### src/rtl/enq_issue_ctrl_pkg.sv
// Shared definitions for the enqueue/issue controller: FSM encoding and default sizes.
package enq_issue_ctrl_pkg;

    typedef enum logic [1:0] {
        ST_RUN   = 2'd0,
        ST_STALL = 2'd1,
        ST_DRAIN = 2'd2
    } state_e;

    localparam int DEF_CMDQ_DEPTH   = 4;
    localparam int DEF_XIMM1Q_DEPTH = 4;
    localparam int DEF_CMD_W        = 8;
    localparam int DEF_IMM_W        = 32;
    localparam int DEF_STARVE_LIMIT = 15;

endpackage

### src/rtl/enq_issue_ctrl_credit_counter.sv
// Per-queue credit counter: decrements on use, increments on return, saturates at DEPTH.
module credit_counter #(
    parameter int DEPTH = 4
) (
    input  logic                         clk,
    input  logic                         reset_n,
    input  logic                         use_i,
    input  logic                         ret_i,
    output logic [$clog2(DEPTH+1)-1:0]   cred_o,
    output logic                         nonzero_o,
    output logic                         full_o,
    output logic                         ovf_o
);
    localparam int W = $clog2(DEPTH + 1);

    logic [W-1:0] cred_q;
    logic [W-1:0] cred_d;
    logic         ovf_s;

    assign full_o    = (cred_q == W'(DEPTH));
    assign nonzero_o = (cred_q != {W{1'b0}});
    assign cred_o    = cred_q;
    assign ovf_o     = ovf_s;

    // Next credit value; a return into a full counter is dropped and flagged.
    always_comb begin
        cred_d = cred_q;
        ovf_s  = 1'b0;
        if (use_i && !ret_i && nonzero_o) begin
            cred_d = cred_q - W'(1);
        end else if (ret_i && !use_i) begin
            if (full_o) begin
                ovf_s = 1'b1;
            end else begin
                cred_d = cred_q + W'(1);
            end
        end else begin
            cred_d = cred_q;
        end
    end

    // Credit register.
    always_ff @(posedge clk or negedge reset_n) begin
        if (!reset_n) begin
            cred_q <= W'(DEPTH);
        end else begin
            cred_q <= cred_d;
        end
    end

endmodule

### src/rtl/enq_issue_ctrl.sv
// Issue controller: credit-gated atomic dual-enqueue into cmdq/ximm1q with stall, drain and starvation tracking.
module enq_issue_ctrl
    import enq_issue_ctrl_pkg::*;
#(
    parameter int CMDQ_DEPTH   = DEF_CMDQ_DEPTH,
    parameter int XIMM1Q_DEPTH = DEF_XIMM1Q_DEPTH,
    parameter int CMD_W        = DEF_CMD_W,
    parameter int IMM_W        = DEF_IMM_W,
    parameter int STARVE_LIMIT = DEF_STARVE_LIMIT
) (
    input  logic                              clk,
    input  logic                              reset_n,
    input  logic                              io_valid,
    input  logic                              io_sigs_enq_cmdq,
    input  logic                              io_sigs_enq_ximm1q,
    input  logic [CMD_W-1:0]                  io_cmd,
    input  logic [IMM_W-1:0]                  io_imm,
    output logic                              io_replay,
    output logic                              io_cmdq_valid,
    output logic [CMD_W-1:0]                  io_cmdq_bits,
    output logic                              io_ximm1q_valid,
    output logic [IMM_W-1:0]                  io_ximm1q_bits,
    input  logic                              io_cmdq_deq,
    input  logic                              io_ximm1q_deq,
    input  logic                              io_flush,
    output logic [$clog2(CMDQ_DEPTH+1)-1:0]   io_cmdq_credits,
    output logic [$clog2(XIMM1Q_DEPTH+1)-1:0] io_ximm1q_credits,
    output logic                              io_starve,
    output logic                              io_err
);
    localparam int SW = $clog2(STARVE_LIMIT + 1);

    state_e            state_q;
    logic              cmdq_valid_q, ximm_valid_q;
    logic [CMD_W-1:0]  cmd_bits_q;
    logic [IMM_W-1:0]  imm_bits_q;
    logic [SW-1:0]     starve_cnt_q, starve_cnt_d;
    logic              starve_q, err_q;

    logic c_nonzero_s, c_full_s, c_ovf_s;
    logic x_nonzero_s, x_full_s, x_ovf_s;
    logic ok_c_s, ok_x_s, issue_ok_s, fire_s, use_c_s, use_x_s;

    assign ok_c_s     = !io_sigs_enq_cmdq   || c_nonzero_s;
    assign ok_x_s     = !io_sigs_enq_ximm1q || x_nonzero_s;
    assign issue_ok_s = io_valid && ok_c_s && ok_x_s;
    // A flush in the same cycle blocks the issue even while still in RUN.
    assign fire_s     = issue_ok_s && (state_q == ST_RUN) && !io_flush;
    assign io_replay  = io_valid && !fire_s;
    assign use_c_s    = fire_s && io_sigs_enq_cmdq;
    assign use_x_s    = fire_s && io_sigs_enq_ximm1q;

    credit_counter #(.DEPTH(CMDQ_DEPTH)) u_cmdq_cred (
        .clk       (clk),
        .reset_n   (reset_n),
        .use_i     (use_c_s),
        .ret_i     (io_cmdq_deq),
        .cred_o    (io_cmdq_credits),
        .nonzero_o (c_nonzero_s),
        .full_o    (c_full_s),
        .ovf_o     (c_ovf_s)
    );

    credit_counter #(.DEPTH(XIMM1Q_DEPTH)) u_ximm_cred (
        .clk       (clk),
        .reset_n   (reset_n),
        .use_i     (use_x_s),
        .ret_i     (io_ximm1q_deq),
        .cred_o    (io_ximm1q_credits),
        .nonzero_o (x_nonzero_s),
        .full_o    (x_full_s),
        .ovf_o     (x_ovf_s)
    );

    // Starve counter next value: counts STALL replays, saturating at the limit.
    always_comb begin
        starve_cnt_d = starve_cnt_q;
        if (fire_s || io_flush || !io_valid) begin
            starve_cnt_d = {SW{1'b0}};
        end else if ((state_q == ST_STALL) && io_replay && (starve_cnt_q != SW'(STARVE_LIMIT))) begin
            starve_cnt_d = starve_cnt_q + SW'(1);
        end else begin
            starve_cnt_d = starve_cnt_q;
        end
    end

    // Issue FSM with registered enqueue strobes, payloads and status flags.
    always_ff @(posedge clk or negedge reset_n) begin
        if (!reset_n) begin
            state_q      <= ST_RUN;
            cmdq_valid_q <= 1'b0;
            ximm_valid_q <= 1'b0;
            cmd_bits_q   <= {CMD_W{1'b0}};
            imm_bits_q   <= {IMM_W{1'b0}};
            starve_cnt_q <= {SW{1'b0}};
            starve_q     <= 1'b0;
            err_q        <= 1'b0;
        end else begin
            if (io_flush) begin
                state_q <= ST_DRAIN;
            end else begin
                case (state_q)
                    ST_RUN:   state_q <= io_replay ? ST_STALL : ST_RUN;
                    ST_STALL: state_q <= (issue_ok_s || !io_valid) ? ST_RUN : ST_STALL;
                    ST_DRAIN: state_q <= (c_full_s && x_full_s) ? ST_RUN : ST_DRAIN;
                    default:  state_q <= ST_RUN;
                endcase
            end

            cmdq_valid_q <= use_c_s;
            ximm_valid_q <= use_x_s;
            cmd_bits_q   <= use_c_s ? io_cmd : cmd_bits_q;
            imm_bits_q   <= use_x_s ? io_imm : imm_bits_q;

            starve_cnt_q <= starve_cnt_d;
            if (fire_s) begin
                starve_q <= 1'b0;
            end else if (starve_cnt_d == SW'(STARVE_LIMIT)) begin
                starve_q <= 1'b1;
            end else begin
                starve_q <= starve_q;
            end

            err_q <= err_q || c_ovf_s || x_ovf_s;
        end
    end

    assign io_cmdq_valid   = cmdq_valid_q;
    assign io_cmdq_bits    = cmd_bits_q;
    assign io_ximm1q_valid = ximm_valid_q;
    assign io_ximm1q_bits  = imm_bits_q;
    assign io_starve       = starve_q;
    assign io_err          = err_q;

endmodule

### config.mk
export PLATFORM = sky130hd
export DESIGN_NAME = enq_issue_ctrl
export DESIGN_NICKNAME = d
export VERILOG_FILES = /design/src/rtl/enq_issue_ctrl_pkg.sv /design/src/rtl/enq_issue_ctrl_credit_counter.sv /design/src/rtl/enq_issue_ctrl.sv
export SDC_FILE = /design/constraint.sdc
export NUM_CORES = 1
export LEC_CHECK = 0
export ABC_AREA = 1
export CAP_MARGIN = 20
export CORE_ASPECT_RATIO = 1.1
export CORE_MARGIN = 2
export CORE_UTILIZATION = 39
export CTS_CLUSTER_SIZE = 8
export DETAILED_ROUTE_END_ITERATION = 6
export HOLD_SLACK_MARGIN = 0.06
export PLACE_DENSITY = 0.76
export SKIP_LAST_GASP = 1
export SLEW_MARGIN = 20
export SYNTH_ARGS = -nofsm -noshare
export SYNTH_HDL_FRONTEND = slang
export SYNTH_SLANG_ARGS = --single-unit
### constraint.sdc
create_clock -name clk -period 1.8 [get_ports clk]
set_input_delay 0.18 -clock clk [delete_from_list [all_inputs] [get_ports clk]]
set_output_delay 0.18 -clock clk [all_outputs]
set_load 0.005 [all_outputs]
==> run summary, run 1 <==
status - complete, but fails checks
failing checks - negative setup slack
worst min path class - in -> async
Synth cell types - 29
number of placed cells counting well taps - 477
total of fill cells in the finished design - 519
clock power share - 20.7%
Mapped Cells - 283
post-route minimum period - 1920 ps
area inside the core boundary - 0.00612 mm2
Mapped Nets - 334
CTS H-tree lvls - 2
CTS max path bufs - 2
Sw Pwr - 1.23 mW
Max Clock Skew - 8.61 ps
ANT nets after route - 0
clock insertion delay at the later pin of the skew report - 310 ps
cell area power density - 1020 mW/mm2
area growth from synthesis to final layout - 62.1%
CP max stage delay - 550 ps
headroom to the max-slew limit - 63.1%
number of antenna violations at the first check in global routing - 0
number of hold violations in the final report - 0
Die Area - 0.00696 mm2
via density per instance - 4.57
Power Internal - 2.86 mW
fin. max-slew vios - 0
fraction of the mapped netlist area in compound gates - 1.93%
overall routing resource usage - 18.5%
crit-path max FO - 3
PortBufs - 98
reported max-cap violation count - 0
top cell family by delay on the critical path - simple AND/OR/NAND/NOR gates
overall routed net length - 6430 um
accumulated negative setup slack - -329 ps
vias after detailed routing - 2265
global-route wire length before repair - 10100 um
DIE HEIGHT - 87.3 um
number of nets in the final layout - 466
mux contribution to synthesized area - 0%
number of global-route vias before repair - 2261
DR DRC count - 0
number of sinks on the clock net - 56
horizontal extent of the die - 79.7 um
routed wire length per instance - 13.0 um
effective utilization at floorplan - 40.2%
I/O pins - 99
WHS - 385 ps
Critical Path, Cell by Cell - inv_2, nand3_4, nand4_4, nor2_4, nand2_4, clkinv_4, nand2_4, fa_2, inv_2, nand2_2, o21ai_2
cell area after synthesis - 0.00246 mm2
most common flop cell mapped by yosys - dfrtp_1
clock root buffer - clkbuf_8
number of rows created at floorplan - 30
number of violations reported at the end of detailed-routing iteration 0 - 71
Gate power share - 38.0%
Sequential Power Share - 41.3%
critical-path cell with the highest stage delay - dfstp_2
clock tree from TritonCTS - yes
switching share of power - 30.0%
Leakage Power - 2.03 nW
Num CTS Buffers - 5
Critical Path Start Type - flip-flop
overflow left after global routing - 0
post-detailed-placement half-perimeter wirelength - 4600 um
detailed-routing iteration count for the pre-antenna-repair pass - 4
average instance area after synthesis - 8.69 um2
CP required - 2010 ps
clock transition at the register clock pins on the worst setup and hold paths after CTS - 100 ps
share of final-layout standard cells stronger than drive strength 1 - 17.5%
flip-flop and latch count after synthesis - 56
number of enable-type register cells in the synthesized netlist - 0
pin count of the biggest net entering global routing - 35
buffering stage count on the worst path with inverters included - 3
routability-driven placement congestion ratio - 0.821
synthesized-area fraction occupied by and/or/nand/nor cells - 31.4%
final setup violating endpoints - 4
largest family of logic cells by synthesized area - simple AND/OR/NAND/NOR gates
sequential element share of the synthesized area - 57.1%
Final Non-Filler Cells - 496
Synth Area in XOR/XNOR - 1.07%
maximum operating frequency - 522 MHz
Async S/R FF share, synth - 100%
maximum resistive drop on vdd - 0.000511 V
Worst Max-Slew Pin Slew - 553 ps
Setup WS post-layout - -115 ps
startpoint-to-endpoint class of the critical path - reg -> reg
number of diodes - 0
endpoint type of the worst setup path - flip-flop
data arrival time of the critical path - 2120 ps
Yosys Warn Count - 0
RSZ-0062 raised after global routing - yes
adder-cell share of the synthesized area - 2.14%
pre-CTS worst setup slack - -234 ps
final cycle utilization of the critical path - 106%
## path summary, 6_finish.rpt
path / from / endpoint / slack [ps] / depth (start not counted)
worst max-delay path: u_cmdq_cred.cred_o[2] / u_ximm_cred.cred_o[1] / -120 / 11
max in group asynchronous: reset_n / io_cmdq_bits[5] / 840 / 3
worst min-delay path: reset_n / io_ximm1q_bits[18] / 390 / 2
worst min register to register: io_cmdq_bits[6] / io_cmdq_bits[6] / 490 / 2
min in group clk: io_imm[31] / io_ximm1q_bits[31] / 390 / 3
worst max register to register: u_cmdq_cred.cred_o[2] / u_ximm_cred.cred_o[1] / -120 / 11
## what timing repair did
item | CTS | global route
gates resized for setup | 10 | 12
hold buffers | 1 | 0
pin swaps | 9 | 6
hold endpoints to repair | 20 | 0
setup buffers | 7 | 3
gates cloned | 0 | 2
endpoints found under the setup margin | 5 | 38
## layout by cell type (no fill, tap or decap), types with 3 or more instances in the layout
| cell | n |
|---|---|
| buf_4 | 29 |
| clkbuf_8 | 5 |
| clkdlybuf4s50_1 | 96 |
| nand2_2 | 4 |
| nand2_1 | 140 |
| nand4_1 | 8 |
| dfrtp_1 | 54 |
| inv_1 | 22 |
| nor2_1 | 5 |
| inv_2 | 6 |
| nor2_4 | 3 |
| nand3_4 | 3 |
| nand3_1 | 6 |
| nor2_2 | 3 |
## metrics by stage
step           util, %  cell area, um2  power, mW
2_1_floorplan        -            2460       2.19
4_1_cts           63.6            3890       4.05
6_report          65.2            3990       4.09
3_5_place_dp      60.1            3680       3.10
3_3_place_gp      60.1            3680       3.04
5_1_grt           65.2            3990       4.34
## final cells by class
type | count | area (um2) | share of cell area, %
Multi-Input combinational cell | 191 | 961 | 24.1
Clock inverter | 3 | 46.3 | 1.16
Tap cell | 80 | 100 | 2.51
Timing Repair Buffer | 132 | 1290 | 32.4
Sequential cell | 56 | 1400 | 35.2
Inverter | 29 | 114 | 2.86
Clock buffer | 5 | 68.8 | 1.73
## flip-flops by register name, summed over array words and instances (netlist names)
register and count:
io_starve 1, io_ximm1q_bits 32, u_cmdq_cred.cred_o 3, io_ximm1q_valid 1
state_q 2, io_cmdq_bits 8, io_cmdq_valid 1, io_err 1
starve_cnt_q 4, u_ximm_cred.cred_o 3
## synthesized netlist by cell type (2+ instances only)
| master | instances | area (um2) |
|---|---|---|
| a21oi_1 | 2 | 10.0 |
| dfstp_2 | 2 | 52.6 |
| inv_1 | 26 | 97.6 |
| nor2_1 | 8 | 30.0 |
| dfrtp_1 | 54 | 1350 |
| fa_1 | 2 | 40.0 |
| nand4_1 | 8 | 50.1 |
| inv_2 | 2 | 7.51 |
| xor2_1 | 2 | 17.5 |
| nand3_2 | 3 | 30.0 |
| nor2_2 | 2 | 12.5 |
| nand2_4 | 2 | 22.5 |
| buf_4 | 3 | 22.5 |
| buf_2 | 4 | 20.0 |
| nand2_1 | 142 | 533 |
| nand2_2 | 2 | 12.5 |
| nand3_1 | 7 | 35.0 |
## power groups by stage
stage	clock, mW	sequential [mW]	combinational (mW)
after global routing	0.911	1.72	1.70
after CTS	0.868	1.69	1.49
final	0.846	1.69	1.55
after global placement	0	1.69	1.35
after detailed placement	0	1.70	1.40
after floorplan	0	1.74	0.446
## logic make-up after synthesis
kind of cell    count (synthesis)
simple gates                  178
buf+inv                        36
fa+ha+maj                       3
xor+xnor                        3
compound gates                  7
flops                          56
## layer usage
layer | vias to the layer above | routed length, um | part of all wire, % | global-route usage, %
li1 | 1131 | - | - | -
met1 | 1072 | 2580 | 40 | 21.9
met2 | 58 | 3530 | 55 | 34.1
met3 | 4 | 257 | 4.0 | 3.53
met4 | 0 | 58 | 0.90 | 5.17
met5 | - | 0 | 0 | 0
(Power assumes the default switching activity.)
==> run 2, diff against run 1 <==
- CELL_PAD_IN_SITES_DETAIL_PLACEMENT: default -> 1
- CELL_PAD_IN_SITES_GLOBAL_PLACEMENT: default -> 1
- CORE_UTILIZATION: 39 -> 28
- PLACE_DENSITY: 0.76 -> 0.85
==> run summary, run 2 (synthesis results as in run 1) <==
status - complete, but fails checks
failing checks - negative setup slack
fin. max-slew vios - 0 (unchanged)
Final Non-Filler Cells - 535 (+7.9%)
PortBufs - 98 (unchanged)
global-route wire length before repair - 12200 um (+21%)
number of sinks on the clock net - 56 (unchanged)
area growth from synthesis to final layout - 66.7%
via density per instance - 4.44 (-2.8%)
CP max stage delay - 560 ps (about the same)
overall routed net length - 7750 um (+21%)
clock insertion delay at the later pin of the skew report - 310 ps (about the same)
critical-path cell with the highest stage delay - dfstp_2
number of diodes - 0 (unchanged)
clock tree from TritonCTS - yes
number of violations reported at the end of detailed-routing iteration 0 - 41 (-42%)
share of final-layout standard cells stronger than drive strength 1 - 19.3% (+1.8 points)
path depth of the worst reg2reg path - 11 (unchanged)
Max Clock Skew - 11.8 ps (+3.23 ps)
clock root buffer - clkbuf_8
overall power consumption - 4.33 mW (+5.9%)
flip-flop count of the largest register after layout - 32 (unchanged)
clock transition at the register clock pins on the worst setup and hold paths after CTS - 90 ps (about the same)
RSZ-0062 raised after global routing - yes
WHS - 398 ps (+12.9 ps)
CP required - 2050 ps (+40 ps)
overall routing resource usage - 16.1% (-2.4 points)
Leakage Power - 2.06 nW (+1.5%)
vias after detailed routing - 2374 (+4.8%)
pin count of the biggest net entering global routing - 57 (+63%)
overflow left after global routing - 0 (unchanged)
maximum resistive drop on vdd - 0.000426 V (-17%)
reported max-cap violation count - 0 (unchanged)
I/O pins - 99 (unchanged)
final cycle utilization of the critical path - 110% (+3.2 points)
CTS H-tree lvls - 2 (unchanged)
Setup WS post-layout - -173 ps (-57.9 ps)
Critical Path Start Type - flip-flop
post-detailed-placement half-perimeter wirelength - 5450 um (+18%)
area inside the core boundary - 0.00845 mm2 (+38%)
DR DRC count - 0 (unchanged)
number of placed cells counting well taps - 510 (+6.9%)
maximum operating frequency - 507 MHz (-2.9%)
Critical Path, Cell by Cell - inv_2, nand3_4, nand3_4, nor2_4, nand4_1, fa_2, inv_2, nand4_1, nand3_1, nand2_1, nand2_1
worst min path class - in -> async
routability-driven placement congestion ratio - 0.786 (-4.3%)
headroom to the max-slew limit - 76.3% (+13 points)
number of global-route vias before repair - 2648 (+17%)
number of hold violations in the final report - 0 (unchanged)
Worst Max-Slew Pin Slew - 355 ps (-198 ps)
most used cells in the layout excluding fill and tap cells - 141 x nand2_1, 96 x clkdlybuf4s50_1, 54 x dfrtp_1
DIE HEIGHT - 102 um (+17%)
effective utilization at floorplan - 29.1% (-11 points)
final setup violating endpoints - 5 (+1)
startpoint-to-endpoint class of the critical path - reg -> reg
horizontal extent of the die - 93.3 um (+17%)
most frequent standard cell in the layout excluding fill and tap cells - nand2_1
endpoint type of the worst setup path - flip-flop
Num CTS Buffers - 5 (unchanged)
cell area power density - 1060 mW/mm2 (+3.0%)
number of rows created at floorplan - 35 (+17%)
routed wire length per instance - 14.5 um (+12%)
number of antenna violations at the first check in global routing - 0 (unchanged)
post-route minimum period - 1970 ps (+57.9 ps)
Die Area - 0.00955 mm2 (+37%)
detailed-routing iteration count for the pre-antenna-repair pass - 4 (unchanged)
CTS max path bufs - 2 (unchanged)
data arrival time of the critical path - 2220 ps (+100 ps)
fin util - 48.5% (-17 points)
ANT nets after route - 0 (unchanged)
number of nets in the final layout - 475 (+1.9%)
pre-CTS worst setup slack - -328 ps (-94.0 ps)
crit-path max FO - 3 (unchanged)
-- run 2: cell types whose count changed in the layout (fill, tap and decap cells not counted), moves of 2 or more --
cell and change:
nand2_2 -2, nor2_2 -2, nor2_4 +3, clkbuf_16 -2, buf_4 +11
-- run 2: what timing repair did --
action	in CTS	in global routing
endpoints found under the hold margin	54	0
endpoints found under the setup margin	5	26
gates resized for setup	13	14
buffers inserted	15	10
pin swaps	13	9
hold buffers	1	0
-- run 2: layout make-up --
cell class | instances | area, um2
Fill cell | 996 | 4350
Timing Repair Buffer | 141 | 1320
Sequential cell | 56 | 1400
Multi-Input combinational cell | 191 | 996
Tap cell | 111 | 139
Clock inverter | 2 | 60.1
Clock buffer | 5 | 68.8
Inverter | 29 | 114
-- run 2: worst max-delay path, delay by kind of cell, from the launching register on --
kind,cells,cell delay [ps]
simple gates,8,820
flops,1,560
fa+ha+maj,1,410
buf+inv,2,130
-- run 2: stage by stage --
step           TNS (ps)  area, um2
2_1_floorplan      -189       2460
3_3_place_gp       -331       3730
3_5_place_dp      -1550       3730
4_1_cts            -408       3980
5_1_grt            -987       4100
6_report           -478       4100
-- run 2: per-layer routing --
metal | GRT usage [%] | wire length (um) | up-vias | share of wire (%)
met5 | 0 | 0 | - | 0
met4 | 4.75 | 83 | 0 | 1.1
met3 | 3.61 | 471 | 8 | 6.1
met2 | 31.0 | 4290 | 71 | 55
met1 | 17.6 | 2910 | 1154 | 37
li1 | - | - | 1141 | -
-- run 2: final timing paths --
path / start / to / slack (ps)
worst max-delay path: u_ximm_cred.cred_o[2] / u_cmdq_cred.cred_o[2] / -170
max in group asynchronous: reset_n / u_ximm_cred.cred_o[2] / 1070
worst max register to register: u_ximm_cred.cred_o[2] / u_cmdq_cred.cred_o[2] / -170
worst min-delay path: reset_n / u_cmdq_cred.cred_o[0] / 400
min in group clk: io_cmd[0] / io_cmdq_bits[0] / 400
worst min register to register: io_err / io_err / 490
-- run 2: report_power, final --
group	total, mW	switching, mW	internal, mW
Clock	0.938	0.390	0.548
Combinational	1.69	0.708	0.977
Sequential	1.70	0.176	1.53
